<file path="config.mk">
export PLATFORM = sky130hd
export DESIGN_NAME = vme_event_adapter
export DESIGN_NICKNAME = d
export VERILOG_FILES = /design/src/rtl/vme_afsm_pkg.sv /design/src/rtl/vme_edge_sync.sv /design/src/rtl/vme_event_adapter.sv
export SDC_FILE = /design/constraint.sdc
export NUM_CORES = 1
export LEC_CHECK = 0
export CAP_MARGIN = 30
export CORE_MARGIN = 2
export CORE_UTILIZATION = 54
export CTS_CLUSTER_DIAMETER = 150
export DETAILED_ROUTE_END_ITERATION = 6
export GPL_ROUTABILITY_DRIVEN = 1
export PLACE_DENSITY = 0.82
export SLEW_MARGIN = 5
export SYNTH_ARGS = -nofsm -noshare
export SYNTH_HDL_FRONTEND = slang
export SYNTH_SLANG_ARGS = --single-unit
export TNS_END_PERCENT = 30
</file>
<file path="constraint.sdc">
create_clock -name clk -period 2.25 [get_ports clk]
set_input_delay 0.45 -clock clk [delete_from_list [all_inputs] [get_ports clk]]
set_output_delay 0.45 -clock clk [all_outputs]
set_load 0.05 [all_outputs]
</file>
<file path="src/rtl/vme_afsm_pkg.sv">
// vme_afsm_pkg: watchdog states and signal indices shared by the VME adapter and controller bench
package vme_afsm_pkg;
  typedef enum logic [1:0] {WD_IDLE, WD_WAIT_RISE, WD_WAIT_FALL} wd_state_t;
  localparam int IDX_DSR    = 0;
  localparam int IDX_DSW    = 1;
  localparam int IDX_LDTACK = 2;
  localparam int IDX_LDS    = 0;
  localparam int IDX_D      = 1;
  localparam int IDX_DTACK  = 2;
endpackage

</file>
<file path="src/rtl/vme_edge_sync.sv">
// vme_edge_sync: synchronises one async level and emits registered rise/fall pulses
module vme_edge_sync #(
  parameter int SYNC_STAGES = 2
) (
  input  logic clk,
  input  logic reset,
  input  logic a,
  input  logic mask,
  output logic plus,
  output logic minus
);
  logic [SYNC_STAGES-1:0] sync;
  logic s, prev;
  assign s = sync[SYNC_STAGES-1];
  always_ff @(posedge clk) begin
    if (reset) begin
      sync  <= '0;
      prev  <= 1'b0;
      plus  <= 1'b0;
      minus <= 1'b0;
    end else begin
      sync  <= {sync[SYNC_STAGES-2:0], a};
      prev  <= s;
      plus  <= s & ~prev & ~mask;
      minus <= ~s & prev & ~mask;
    end
  end
endmodule

</file>
<file path="src/rtl/vme_event_adapter.sv">
// vme_event_adapter: level/event boundary between VME pins and the event-driven controller
module vme_event_adapter
  import vme_afsm_pkg::*;
#(
  parameter int SYNC_STAGES = 2,
  parameter int TIMEOUT     = 255
) (
  input  logic clk,
  input  logic reset,
  input  logic dsr,
  input  logic dsw,
  input  logic ldtack,
  output logic dsr_PLUS,
  output logic dsr_MINUS,
  output logic dsw_PLUS,
  output logic dsw_MINUS,
  output logic ldtack_PLUS,
  output logic ldtack_MINUS,
  input  logic lds_PLUS,
  input  logic lds_MINUS,
  input  logic d_PLUS,
  input  logic d_MINUS,
  input  logic dtack_PLUS,
  input  logic dtack_MINUS,
  output logic lds,
  output logic d,
  output logic dtack,
  input  logic err_clr,
  output logic err_protocol,
  output logic err_timeout
);
  localparam int CW = $clog2(TIMEOUT + 1);
  localparam int MW = $clog2(SYNC_STAGES + 2);
  logic [MW-1:0] mask_cnt;
  logic mask;
  assign mask = mask_cnt != '0;
  always_ff @(posedge clk) begin
    if (reset) mask_cnt <= MW'(SYNC_STAGES + 1);
    else if (mask) mask_cnt <= mask_cnt - 1'b1;
  end
  vme_edge_sync #(.SYNC_STAGES(SYNC_STAGES)) u_dsr (.clk(clk), .reset(reset), .a(dsr), .mask(mask), .plus(dsr_PLUS), .minus(dsr_MINUS));
  vme_edge_sync #(.SYNC_STAGES(SYNC_STAGES)) u_dsw (.clk(clk), .reset(reset), .a(dsw), .mask(mask), .plus(dsw_PLUS), .minus(dsw_MINUS));
  vme_edge_sync #(.SYNC_STAGES(SYNC_STAGES)) u_ldtack (.clk(clk), .reset(reset), .a(ldtack), .mask(mask), .plus(ldtack_PLUS), .minus(ldtack_MINUS));
  logic [2:0] lvl, lvl_n, p, m, viol;
  assign p[IDX_LDS]   = lds_PLUS;
  assign p[IDX_D]     = d_PLUS;
  assign p[IDX_DTACK] = dtack_PLUS;
  assign m[IDX_LDS]   = lds_MINUS;
  assign m[IDX_D]     = d_MINUS;
  assign m[IDX_DTACK] = dtack_MINUS;
  assign lds   = lvl[IDX_LDS];
  assign d     = lvl[IDX_D];
  assign dtack = lvl[IDX_DTACK];
  // An illegal or conflicting event leaves the level untouched
  always_comb begin
    viol  = (p & m) | (p & lvl) | (m & ~lvl);
    lvl_n = (lvl | (p & ~viol)) & ~(m & ~viol);
  end
  wd_state_t state, state_n;
  logic [CW-1:0] cnt, cnt_n;
  logic acc_rise, acc_fall, to_hit, hit;
  assign acc_rise = p[IDX_LDS] & ~viol[IDX_LDS];
  assign acc_fall = m[IDX_LDS] & ~viol[IDX_LDS];
  assign hit = state == WD_WAIT_RISE ? ldtack_PLUS : ldtack_MINUS;
  // A new lds event retargets; otherwise the expected ldtack event beats an expiring counter
  always_comb begin
    state_n = state;
    cnt_n   = cnt;
    to_hit  = 1'b0;
    if (acc_rise || acc_fall) begin
      state_n = acc_rise ? WD_WAIT_RISE : WD_WAIT_FALL;
      cnt_n   = CW'(TIMEOUT);
    end else if (state != WD_IDLE) begin
      state_n = (hit || cnt == '0) ? WD_IDLE : state;
      to_hit  = !hit && cnt == '0;
      cnt_n   = (hit || cnt == '0) ? cnt : cnt - 1'b1;
    end
  end
  always_ff @(posedge clk) begin
    if (reset) begin
      state        <= WD_IDLE;
      cnt          <= '0;
      lvl          <= '0;
      err_protocol <= 1'b0;
      err_timeout  <= 1'b0;
    end else begin
      state        <= state_n;
      cnt          <= cnt_n;
      lvl          <= lvl_n;
      err_protocol <= (|viol) | (err_protocol & ~err_clr);
      err_timeout  <= to_hit | (err_timeout & ~err_clr);
    end
  end
endmodule

</file>
; ---- Word level (Yosys, flattened, before mapping)
; Cells that the tools add are included.
[totals]
ff_bits = 32
latchBits = 0
ram_bits = 0
mem_bits_ro = 0
inputBits = 12
word_cells = 83
memories = 0
[classes]
addsub = 2
multipliers = 0
div_mod_pow = 0
n_lt_le_gt_ge = 0
n_eq_ne = 2
shift = 0
n_mux = 10
bitwise = 39
n_reduce_logical = 12
[op_table]
columns = cell, count
row1 = two-way mux 8 bit, 3
row2 = bitwise AND 3 bit, 6
row3 = bitwise AND 1 bit, 16
row4 = NOT 1 bit, 9
row5 = NOT 3 bit, 3
row6 = OR 3 bit, 3
row7 = zero test 8 bit, 1
row8 = two-way mux 2 bit, 4
row9 = nonzero test 2 bit, 4
row10 = subtractor 8 x 1 -> 8 bit (second input constant), 1
row11 = AND reduction 2 bit, 2
row12 = two-way mux 1 bit, 3
row13 = OR reduction 3 bit, 1
row14 = == test 2 x 1 -> 1 bit (second input constant), 1
row15 = logical OR 1 bit, 2
row16 = != test 2 bit (second input constant), 1
row17 = OR 1 bit, 2
row18 = subtractor 2 x 1 -> 2 bit (second input constant), 1
row19 = logical AND 1 bit, 1
row20 = zero test 1 bit, 1

; ---- Depth between registers and ports, before layout
; Gate-level depths: netlist of the first run.
[depth]
depth_word = 8
depth_mapped = 6
depth_no_buf = 6

; ---- Hierarchy
; From an unflattened synthesis of the first run, not the netlist that was laid out.
[hier_totals]
hier_cells = 127
hier_area_um2 = 1276.2
[by_module_without_submodules]
columns = mod, instances, cells_each, area_per_inst_um2
row1 = vme_event_adapter, 1, 97, 867.1
row2 = vme_edge_sync, 3, 10, 136.4

; ---- Worst setup path after synthesis of the first run
; No wires, ideal clock.
[synth_path]
path_kind = register -> register
from = reg u_ldtack.minus
to = reg cnt[3]
arrival_time_ns = 1.554
required_time_ns = 2.118
setup_slack_ns = 0.564
stages_incl_launch_ff = 7
path_buffers = 1
synth_period_minus_slack_ns = 1.686
path_cell_list = dfxtp_1 > and2b_4 > or2_1 > buf_2 > nand4b_1 > xor2_1 > a21oi_1
[synth_via]
elab_chain_len = 4
[synth_lines]
columns = element, line
row1 = "start, declared", vme_edge_sync.sv:10  ; output logic minus
row2 = "start signal, assigned", vme_edge_sync.sv:25  ; minus <= ~s & prev & ~mask;
row3 = two-way mux 1 bit, vme_event_adapter.sv:64  ; assign hit = state == WD_WAIT_RISE ? ldtack_PLUS : ldtack_MINUS;
row4 = logical OR 1 bit, vme_event_adapter.sv:76  ; cnt_n = (hit || cnt == '0) ? cnt : cnt - 1'b1;
row5 = != test 2 bit (no line), --
row6 = AND reduction 2 bit (no line), --
row7 = "end signal, assigned", vme_event_adapter.sv:88  ; cnt <= cnt_n;
row8 = "end, declared", vme_event_adapter.sv:60  ; logic [CW-1:0] cnt, cnt_n;
; No other way between the ends.
; A chain may end at the register's enable or synchronous reset.

; ---- Worst setup path after layout of the first run
[layout_path]
from = reg lvl[0]
to = out lds
[layout_rtl]
columns = element, line
row1 = "start, declared", vme_event_adapter.sv:44  ; logic [2:0] lvl, lvl_n, p, m, viol;
row2 = "start signal, assigned", vme_event_adapter.sv:89  ; lvl <= lvl_n;
row3 = "end, declared", vme_event_adapter.sv:25  ; output logic lds,
; No word-level cell between the ends.

==> results, run 1 <==
- The flow ran to the end, and the final reports show no timing, DRC or antenna violations.
- The total power after layout is 0.00125 W.
- The largest total area in the synthesized netlist belongs to dfxtp_1.
- The maximum clock frequency is 0.501 GHz.
- For this design, the sink count on the clock tree is 32.
- The average routed wire per standard cell is 12.9 um.
- The number of pins with negative max-slew slack in the final report is 0.
- In the layout the commonest cells are dfxtp_1 (32), clkdlybuf4s50_1 (22), a21oi_1 (11).
- The CTS H-tree depth is 2.
- The die covers 0.00277 mm2.
- For this run, the share of the core covered by cells in the final layout is 0.710.
- The endpoint class of the critical path is an output port.
- Together, buffers and inverters on the worst path number 1.
- In the routed design, unresolved DRC markers number 0.
- The effective utilization at floorplan is 0.571.
- In this run the worst path has a maximum fanout of 6.
- The clock slew at the register clock pins of the worst setup and hold paths is 0.09 ns.
- Of the total power, the share spent switching nets is 0.289.
- The number of instances in the synthesized netlist is 127.
- The placement-stage cell area is 0.00153 mm2.
- Walking the worst path, the cells encountered are clkdlybuf4s50_1.
- Averaged over all synthesized cells, the footprint is 10.0 um2.
- The die extent in y is 52.6 um.
- The clock tree from TritonCTS is yes.
- Entering global routing, the biggest net connects 25 pins.
- The summed area of non-filler cells in the final layout is 0.00159 mm2.
- The final layout contains 169 nets.
- In this run the power density over the cells is 786 mW/mm2.
- The post-cts hold buffer count is 0.
- The quantity of gates resized following cts is 0.
- Of the total power, combinational logic draws 0.213.
- The number of antenna violations at the first check in global routing is 0.
- The detail route stage leaves a number of antenna-violating nets equal to 0.
- The clock reaches the later pin of the worst-skew pair after 0.32 ns.
- The post-synthesis register bit count is 32.
- The cell area that synthesis handed to floorplanning was 0.00128 mm2.
- Max-cap violations in this run came to 0.
- The number of setup violations in the final report is 0.
- The number of vias per cell after detailed routing is 5.40.
- In the final layout, the share of cells above drive strength 1 is 0.0903.
- The kind of start point of the critical path is a register.
- In this design, the stage delay of the slowest critical-path cell is 0.83 ns.
- The worst pin sits at a relative slew slack of 0.664.
- The power dissipated by switching net loads is 0.000361 W.
- The total overflow reported by the global router is 0.
- By area the synthesized netlist is led by dfxtp_1 (50%), nor2b_1 (4.9%), xor2_1 (4.8%).
- Setup slack on the worst reg-to-reg path comes out at 0.63 ns.
- The number of filler cells placed in the layout is 185.
- The worst-path cell with the longest stage delay is clkdlybuf4s50_1.
- At the pin with the least slew margin, the transition time is 0.502 ns.
- The first global-routing pass estimated 3970 um of wire.
- The global-route usage over all layers is 0.204.
- The worst hold slack across all endpoints is 0.417 ns.
- Of the total power, registers draw 0.523.
- The total count of hold-check failures in the final report came to 0.
- The number of buffer cells added on primary ports is 22.
- The clock arrives with 0.00356 ns of skew.
- The TritonCTS buffer count is 5.
- The internal power of the cells totals 0.000886 W.
- The part of the Yosys area used for sequential elements is 0.502.
- Routability-driven placement finished with a final weighted congestion of 0.793.
- The via count of the first global-routing pass was 927.
- The worst setup path is of the reg2out kind.
- After layout, the minimum clock period comes to 2.00 ns.
- The most common cell after layout, fill and taps aside is dfxtp_1.
- The clock passes through at most 2 buffers.
- The total I/O pin count is 23.
- The final critical-path share of the clock period is 0.887.
- In this run the core area contains 17 standard-cell rows.
- The family with the most delay on the worst path is buffers and inverters.
- The number of DRC markers after the initial detailed-route iteration is 17.
- At the worst endpoint, the required time is 1.80 ns.
- In this run the standard cell core region covers 0.00223 mm2.
- The root buffer cell is clkbuf_4.
- The min-delay analysis places its worst path in the category reg2reg.
- The HPWL after detailed placement is 1740 um.
- The final total negative setup slack is 0 ns.
- Setup repair after global routing left no endpoint under its margin.
- The clock group share of total power is 0.264.
- From left edge to right edge, the die measures 52.6 um.
- In this run, distinct cell masters in the synthesized netlist total 35.
- For the worst setup path, the data arrival time is 1.55 ns.
- Once the clock tree was built, the setup fixing pass inserted 0 buffers.
- Counting every net in the synthesized netlist gives 142.
- VDD sags by at most 0.000708 V.
- The pre-antenna-repair detailed-routing pass consisted of 4 iterations.
- The area share of the largest cell type after synthesis is 0.502.
- The via total after detailed routing is 988.
- The yosys synthesis warning count is 0.
- Compared with the post-synthesis result, the final layout area differs by 24.2%.
- The number of diodes added for antenna fixing is 0.
- In this run the static leakage power is 0.619 nW.
- Wires add up to 2370 um.
-- state kept, by name, summed over array words and instances, names as in the netlist --
name and count:
err_protocol 1, cnt 8, err_timeout 1, u_ldtack.prev 1, u_dsw.minus 1, u_dsr.sync 2
u_dsw.plus 1, u_dsw.sync 2, u_ldtack.minus 1, u_dsr.plus 1, state 2, u_dsr.prev 1
u_ldtack.sync 2, mask_cnt 2, u_ldtack.plus 1, u_dsw.prev 1, lvl 3, u_dsr.minus 1
-- worst reg2reg max path: cells and delay by family (launching register included) --
family | cells | cell delay (ns)
AO/OA/AOI/OAI | 1 | 0.09
XOR/XNOR | 1 | 0.17
flip-flops | 1 | 0.38
AND/OR/NAND/NOR | 3 | 0.85
-- stage by stage --
stage / std cells / worst slack (ns)
after floorplan: 127 / 0.564
after global placement: 175 / 0.539
after detailed placement: 175 / 0.476
after CTS: 183 / 0.239
after global routing: 183 / 0.191
final: 183 / 0.254
-- worst paths after layout --
kind              startpoint    endpoint  cells past startpoint
setup / recovery      lvl[0]         lds                      1
hold / removal    u_dsw.prev  u_dsw.plus                      1
hold reg to reg   u_dsw.prev  u_dsw.plus                      1
setup reg to reg      cnt[2]      cnt[6]                      5
-- power groups by stage --
| stage | Clock (W) | Combinational (W) | Sequential, W |
|---|---|---|---|
| floorplan | 0 | 0.000174 | 0.000678 |
| global placement | 0 | 0.000250 | 0.000661 |
| detailed placement | 0 | 0.000264 | 0.000665 |
| CTS | 0.000342 | 0.000266 | 0.000652 |
| global route | 0.000364 | 0.000292 | 0.000659 |
| finish | 0.000330 | 0.000265 | 0.000652 |
-- layout make-up --
class,count,area [um2],area share
clock buffers,8,58.8,0.0371
inverters,7,26.3,0.0166
multi-input cells,85,597,0.376
flip-flops and latches,32,641,0.404
well taps,28,35.0,0.0221
repair buffers,23,228,0.144
-- cell usage after synthesis --
master	count
or2_2	1
a21o_1	1
inv_1	7
nor3_1	2
nand4b_1	1
or2_1	2
mux2i_1	1
nand2_4	1
nor2_1	8
nand2b_1	4
nand2_1	4
o211ai_2	1
a41oi_1	1
nor2b_1	10
xor2_1	7
and2b_4	1
o21ba_1	1
nand4_1	4
nand3_1	1
o21bai_1	2
xnor2_1	1
nand3_4	1
a31oi_1	1
nor4_4	1
a32oi_1	2
buf_2	1
clkbuf_1	2
a21oi_2	1
nor3b_1	7
a21oi_1	11
and3_1	1
dfxtp_1	32
o21ai_0	2
a221oi_1	1
ha_1	3
-- cells by family after synthesis --
group                      after synthesis  share of synthesized area
DFF                                     32                      0.502
buffers and inverters                   10                     0.0304
AOI/OAI and AO/OA                       24                      0.125
adders and majority gates                3                     0.0294
and+or+nand+nor                         49                      0.250
xor gates and xnor gates                 8                     0.0549
muxes                                    1                    0.00784
-- per-layer routing --
| layer | share of wire | wire, um | track usage | vias up |
|---|---|---|---|---|
| li1 | - | - | - | 496 |
| met1 | 0.45 | 1070 | 0.236 | 458 |
| met2 | 0.47 | 1120 | 0.327 | 29 |
| met3 | 0.056 | 132 | 0.0771 | 5 |
| met4 | 0.021 | 50 | 0.103 | 0 |
| met5 | 0 | 0 | 0 | - |
No activity file was read; power rests on OpenSTA's default activity.
==> inputs of run 2 (changes only) <==
--- a/config.mk
+++ b/config.mk
@@ -6,12 +6,15 @@
 export NUM_CORES = 1
 export LEC_CHECK = 0
 export CAP_MARGIN = 30
+export CELL_PAD_IN_SITES_DETAIL_PLACEMENT = 1
+export CELL_PAD_IN_SITES_GLOBAL_PLACEMENT = 1
+export CORE_ASPECT_RATIO = 2
 export CORE_MARGIN = 2
-export CORE_UTILIZATION = 54
+export CORE_UTILIZATION = 42
 export CTS_CLUSTER_DIAMETER = 150
 export DETAILED_ROUTE_END_ITERATION = 6
 export GPL_ROUTABILITY_DRIVEN = 1
-export PLACE_DENSITY = 0.82
+export PLACE_DENSITY_LB_ADDON = 0.1
 export SLEW_MARGIN = 5
 export SYNTH_ARGS = -nofsm -noshare
 export SYNTH_HDL_FRONTEND = slang
==> results, run 2 (same netlist as run 1, synthesis figures left out) <==
- The setup path with the least slack is of type reg2out.
- The share of post-route cells with drive strength above 1 is 0.0968.
- The highest fanout seen on the critical path is 6.
- The number of antenna violations at the first check in global routing is 0.
- The first-pass GRT wire length is 4790 um.
- Clock latency on the worst-skew pair, taken at its later pin, is 0.28 ns.
- The multi-input combinational cells in the finished layout cover a total of 597 um2.
- Among all stages on the critical path, the largest delay is contributed by clkdlybuf4s50_1.
- The total count of hold-check failures in the final report was 0.
- In this run the critical register-to-register path is launched from cnt[2].
- The number of cells on the worst reg-to-reg path is 5.
- The buffer depth of the longest clock path is 2.
- The worst hold slack across all endpoints is 0.418 ns.
- The count of cells along the worst hold path is 1.
- CTS saw 32 sinks.
- In this run the number of cells on the critical path is 1.
- The data arrival time at the worst-slack endpoint is 1.49 ns.
- The kind of start point of the critical path is a register.
- Leaving out fill and tap cells, the most frequent cell in the layout is dfxtp_1.
- The uppermost signal routing layer after detailed routing is met4.
- STA classifies the critical path endpoint as an output port.
- The root buffer cell is clkbuf_8.
- The flow ran to the end, and the final reports show no timing, DRC or antenna violations.
- The post-cts hold buffer count is 0.
- The final layout contains 169 nets.
- The count of maximum capacitance violations is 0.
- From bottom edge to top edge, the die measures 82.0 um.
- 0 antenna diodes ended up in the layout.
- Counting both buffers and inverters, the worst setup path holds a total of 1.
- In this run the remaining antenna-violating nets after routing total 0.
- Traced cell by cell, the critical path runs through clkdlybuf4s50_1.
- The class of the tightest hold or removal check is reg2reg.
- The maximum clock frequency is 0.515 GHz.
- The start point of the critical path is lvl[0].
- The via count of the first global-routing pass is 1069.
- The final total negative setup slack is 0 ns.
- After layout, the minimum clock period comes to 1.94 ns.
- In this run the tool buffered the top-level ports with 22 buffer cells.
- The data required time of the critical path is 1.80 ns.
- The share of total power dissipated in the clock network is 0.369.
- The count of TritonRoute iterations in the first routing pass is 2.
- Leaving out fill and tap cells, the most frequent cells in the layout are dfxtp_1 (32), clkdlybuf4s50_1 (22), a21oi_1 (11).
- The detailed route wirelength on metal3 is 97 um.
- The clock tree synthesis step divided the H-tree into 2 levels.
- The worst setup slack for register-to-register paths is 0.67 ns.
- The relative slew slack is 0.669.
- Of the total power, the share spent switching nets is 0.276.
- The total I/O pin count is 23.
- For the pin with the worst max-slew slack, the measured transition is 0.495 ns.
- The pin count of the biggest net entering global routing is 20.
- The total wire length is 2920 um.
- The final weighted congestion in routability-driven placement is 0.806.
- The floorplan has 28 rows.
- Across every metal layer, demand over resource in global routing totals 0.186.
- Setup repair after global routing left no endpoint under its margin.
- The die covers 0.00352 mm2.
- The power dissipated by switching net loads is 0.000405 W.
- The final critical-path share of the clock period is 0.864.
- The share of total power dissipated in sequential elements is 0.446.
- Clock-pin slew was measured on the worst setup and hold paths at 0.06 ns.
- Counting the buffers created by CTS gives 5.
- The number of vias per cell after detailed routing is 5.43.
- Registers take 641 um2.
- Summed over all layers, the global routing overflow is 0.
- The wire length on met1 is 1040 um.
- The core region is 0.00294 mm2.
- The register with the most flip-flops in the layout has 8 of them.
- TritonCTS built the clock tree.
- The number of DRC markers after the initial detailed-route iteration is 20.
- The horizontal extent of the die is 43.0 um.
- The endpoint identified for the worst register-to-register timing path is cnt[2].
- The share of total power dissipated in combinational logic is 0.186.
- The last element of the critical path is lds.
- The power density normalized to cell area is 896 mW/mm2.
- In the final layout, the registers with the most flip-flops are cnt x8, lvl x3.
- In this run, post-CTS repair resized a total of 0 instances.
- After clock tree synthesis, the setup repair step added 0 buffers.
- The via total after detailed routing is 1005.
- The register bank with the most flops is cnt.
- The family with the most delay on the worst path is buffers and inverters.
- The average routed wire per standard cell is 15.8 um.
- The number of remaining DRC errors is 0.
- The routed design uses 1700 um of met2 wire.
- The effective utilization at floorplan is 0.434.
- Across the VDD grid, the largest voltage drop is 0.000562 V.
- The clock tree skew after final layout is 0.00418 ns.
- Fill cells in the final layout number 342.
- The number of pins with negative max-slew slack in the final report is 0.
- Internal power comes to 0.00106 W.
- The leakage power of the design is 0.641 nW.
- The HPWL after detailed placement is 2220 um.
- Compared with the post-synthesis result, the final layout area differs by 28.2%.
- The largest single stage delay on the critical path is 0.83 ns.
- The number of setup violations in the final report is 0.
-- run 2: power groups by stage --
stage	Combinational [W]	Sequential (W)	Clock (W)
2_1_floorplan	0.000174	0.000678	0
3_3_place_gp	0.000260	0.000662	0
3_5_place_dp	0.000275	0.000667	0
4_1_cts	0.000278	0.000654	0.000549
5_1_grt	0.000300	0.000660	0.000567
6_report	0.000273	0.000654	0.000541
-- run 2: metrics by stage --
step,total power [W],area [um2],setup WS (ns),utilization,cells
after floorplan,0.000851,1280,0.564,-,127
after global placement,0.000922,1530,0.485,0.520,177
after detailed placement,0.000942,1530,0.407,0.520,177
after CTS,0.00148,1640,0.292,0.556,185
after global routing,0.00153,1640,0.247,0.556,185
final,0.00147,1640,0.307,0.556,185
-- run 2: per-layer routing --
metal / track usage / up-vias
met5: 0 / -
met1: 0.165 / 482
met4: 0.0970 / 0
li1: - / 489
met3: 0.0418 / 8
met2: 0.371 / 26
-- run 2: how the worst min path moves through the flow --
stage             startpoint       endpoint
6_report       u_ldtack.prev  u_ldtack.plus
5_1_grt        u_ldtack.prev  u_ldtack.plus
4_1_cts        u_ldtack.prev  u_ldtack.plus
3_5_place_dp   u_ldtack.prev  u_ldtack.plus
3_3_place_gp      u_dsw.prev     u_dsw.plus
2_1_floorplan     u_dsr.prev     u_dsr.plus
-- run 2: cell type report --
| class | instances | area share |
|---|---|---|
| timing repair buffer | 23 | 0.139 |
| clock inverter | 2 | 0.0214 |
| multi-input combinational | 85 | 0.365 |
| inverter | 7 | 0.0161 |
| clock buffer | 6 | 0.0443 |
| tap | 30 | 0.0229 |
| sequential | 32 | 0.391 |
==> inputs of run 3 (changes only) <==
--- a/config.mk
+++ b/config.mk
@@ -11,7 +11,9 @@
 export CORE_ASPECT_RATIO = 2
 export CORE_MARGIN = 2
 export CORE_UTILIZATION = 42
+export CTS_BUF_LIST = sky130_fd_sc_hd__clkbuf_16
 export CTS_CLUSTER_DIAMETER = 150
+export CTS_CLUSTER_SIZE = 16
 export DETAILED_ROUTE_END_ITERATION = 6
 export GPL_ROUTABILITY_DRIVEN = 1
 export PLACE_DENSITY_LB_ADDON = 0.1
==> results, run 3 (same netlist as run 1, synthesis figures left out) <==
- The run finished with clean final reports.
- The register area is 641 um2.
- The root buffer cell is clkbuf_16.
- The worst setup path is captured at an output port.
- The effective utilization at floorplan is 0.434.
- The total overflow reported by the global router is 0.
- The number of flip-flops in the largest register is 8.
- Summed over all nets, the half-perimeter wirelength after detailed placement is 2220 um.
- The average routed wire per standard cell is 16.0 um.
- The total wire length is 2960 um.
- For this design the static power due to leakage is 0.671 nW.
- The worst hold path begins at u_ldtack.prev.
- The kind of start point of the critical path is a register.
- STA puts the critical path data arrival time at 1.49 ns.
- Across all register-to-register paths, the minimum setup slack is 0.68 ns.
- The launching point of the worst reg2reg path is cnt[2].
- Along the worst path, the maximum fanout reaches 6.
- The via count of the first global-routing pass is 1078.
- The sequential cell fraction of total power is 0.390.
- The tool flagged a number of max-cap violations equal to 0.
- At the pin with the least slew margin, the transition time is 0.495 ns.
- The final total negative setup slack is 0 ns.
- Setup repair after global routing left no endpoint under its margin.
- The detail route stage leaves a number of antenna-violating nets equal to 0.
- In this run the deepest clock path goes through 2 buffers.
- Across every metal layer, demand over resource in global routing totals 0.192.
- On the critical path the largest part of the delay comes from buffers and inverters.
- Setup violations remaining at the end of the flow were counted as 0.
- The number of remaining DRC errors is 0.
- The most common cell after layout, fill and taps aside is dfxtp_1.
- During placement, the flow inserted port buffers numbering 22.
- Measured in cells, the most critical reg-to-reg path has a length of 5.
- The total buffers and inverters traversed by the critical path is 1.
- The repair_antennas step left the layout with diodes totalling 0.
- The quantity of gates resized following cts is 0.
- The count of standard-cell rows is 28.
- The worst pin sits at a relative slew slack of 0.669.
- 23 I/O pins were placed.
- The region available for standard cell placement spans 0.00294 mm2.
- The clock group share of total power is 0.448.
- The worst-path cell with the longest stage delay is clkdlybuf4s50_1.
- The register bank with the most flops is cnt.
- The final critical-path required period is 1.94 ns.
- The floorplan step set the die width to 43.0 um.
- In the final layout, the registers with the most flip-flops are cnt x8, lvl x3.
- The clock tree from TritonCTS is yes.
- The net count of the finished layout is 169.
- Summing all multi-input logic gate instances after layout gives 597 um2.
- The number of antenna violations at the first check in global routing is 0.
- Traced cell by cell, the critical path runs through clkdlybuf4s50_1.
- The routed layout has 1000 vias.
- The end point of the most critical hold path is u_ldtack.plus.
- The number of DRC markers after the initial detailed-route iteration is 21.
- Of the available clock period, the critical path in the final layout requires 0.861.
- VDD sags by at most 0.000594 V.
- The clock tree skew after final layout is 0.00165 ns.
- The number of pins with negative max-slew slack in the final report is 0.
- Of the total power, combinational logic draws 0.162.
- Of the total power, the share spent switching nets is 0.256.
- For this run, the slowest stage of the critical path takes 0.83 ns.
- The worst register-to-register path ends at cnt[2].
- Leaving out fill and tap cells, the most frequent cells in the layout are dfxtp_1 (32), clkdlybuf4s50_1 (22), a21oi_1 (11).
- The clock slew at the register clock pins of the worst setup and hold paths is 0.05 ns.
- The area growth from synthesis to layout is 32.6%.
- The critical path in this run is classified as reg2out.
- The tightest hold path in the finished design has a slack of 0.421 ns.
- The H-tree generated during clock tree synthesis spans 2 levels.
- The congestion estimate from routability-driven global placement came to 0.806.
- Entering global routing, the biggest net connects 20 pins.
- In the final layout, the share of cells above drive strength 1 is 0.0968.
- The first detailed-routing pass took 2 iterations.
- The floorplan step defined a die boundary enclosing 0.00352 mm2.
- The post-CTS setup buffer count is 0.
- The first global-routing pass estimated 4860 um of wire.
- The later pin in the worst-skew pair is clocked with a latency of 0.27 ns.
- The count of cells along the worst hold path is 1.
- Buffers inserted during clock tree synthesis total 5.
- The internal portion of the total power is 0.00125 W.
- For this design the total switching power over the nets is 0.000430 W.
- The met2 track demand over resource in global routing is 0.355.
- Using the TritonRoute via totals, the vias-per-cell ratio works out to 5.41.
- Timing would allow up to 0.516 GHz.
- The number of clock sinks is 32.
- In the global route stage, met3 resource usage came out at 0.0571.
- The post-cts hold buffer count is 0.
- The number of filler cells placed in the layout is 328.
- The total count of hold-check failures in the final report came to 0.
- The class of the tightest hold or removal check is reg2reg.
- The die extent in y is 82.0 um.
- The power density normalized to cell area is 992 mW/mm2.
- For this run, global-route usage on met1 was measured as 0.173.
- STA puts the critical path data required time at 1.80 ns.
- The global routing's busiest layer is met2.
## run 3: power by group through the flow
stage / registers, W / clock network (W) / logic (W)
3_5_place_dp: 0.000667 / 0 / 0.000275
3_3_place_gp: 0.000662 / 0 / 0.000260
4_1_cts: 0.000655 / 0.000765 / 0.000277
6_report: 0.000655 / 0.000752 / 0.000272
2_1_floorplan: 0.000678 / 0 / 0.000174
5_1_grt: 0.000660 / 0.000790 / 0.000301
## run 3: metrics by stage
stage	instance area, um2	power, W	util	instances	worst slack [ns]
finish	1690	0.00168	0.575	185	0.313
global placement	1530	0.000922	0.520	177	0.485
CTS	1690	0.00170	0.575	185	0.304
global route	1690	0.00175	0.575	185	0.256
floorplan	1280	0.000851	-	127	0.564
detailed placement	1530	0.000942	0.520	177	0.407
## run 3: worst max-delay path by stage
stage / slack (ns) / to / from / depth (start not counted)
after floorplan: 0.56 / cnt[3] / u_ldtack.minus / 6
after global placement: 0.49 / u_dsr.plus / reset / 3
after detailed placement: 0.41 / err_timeout / lds_PLUS / 6
after CTS: 0.30 / lds / lvl[0] / 1
after global routing: 0.26 / lds / lvl[0] / 1
final: 0.31 / lds / lvl[0] / 1
## run 3: final cells by class
| cell class | count | share of cell area |
|---|---|---|
| Inverter | 7 | 0.0155 |
| Timing Repair Buffer | 23 | 0.135 |
| Multi-Input combinational cell | 85 | 0.353 |
| Sequential cell | 32 | 0.378 |
| Clock inverter | 3 | 0.0229 |
| Tap cell | 30 | 0.0222 |
| Clock buffer | 5 | 0.0739 |
## run 3: layer usage
metal	part of all wire	vias up
li1	-	489
met3	0.038	10
met5	0	-
met4	0.038	0
met1	0.36	475
met2	0.56	26
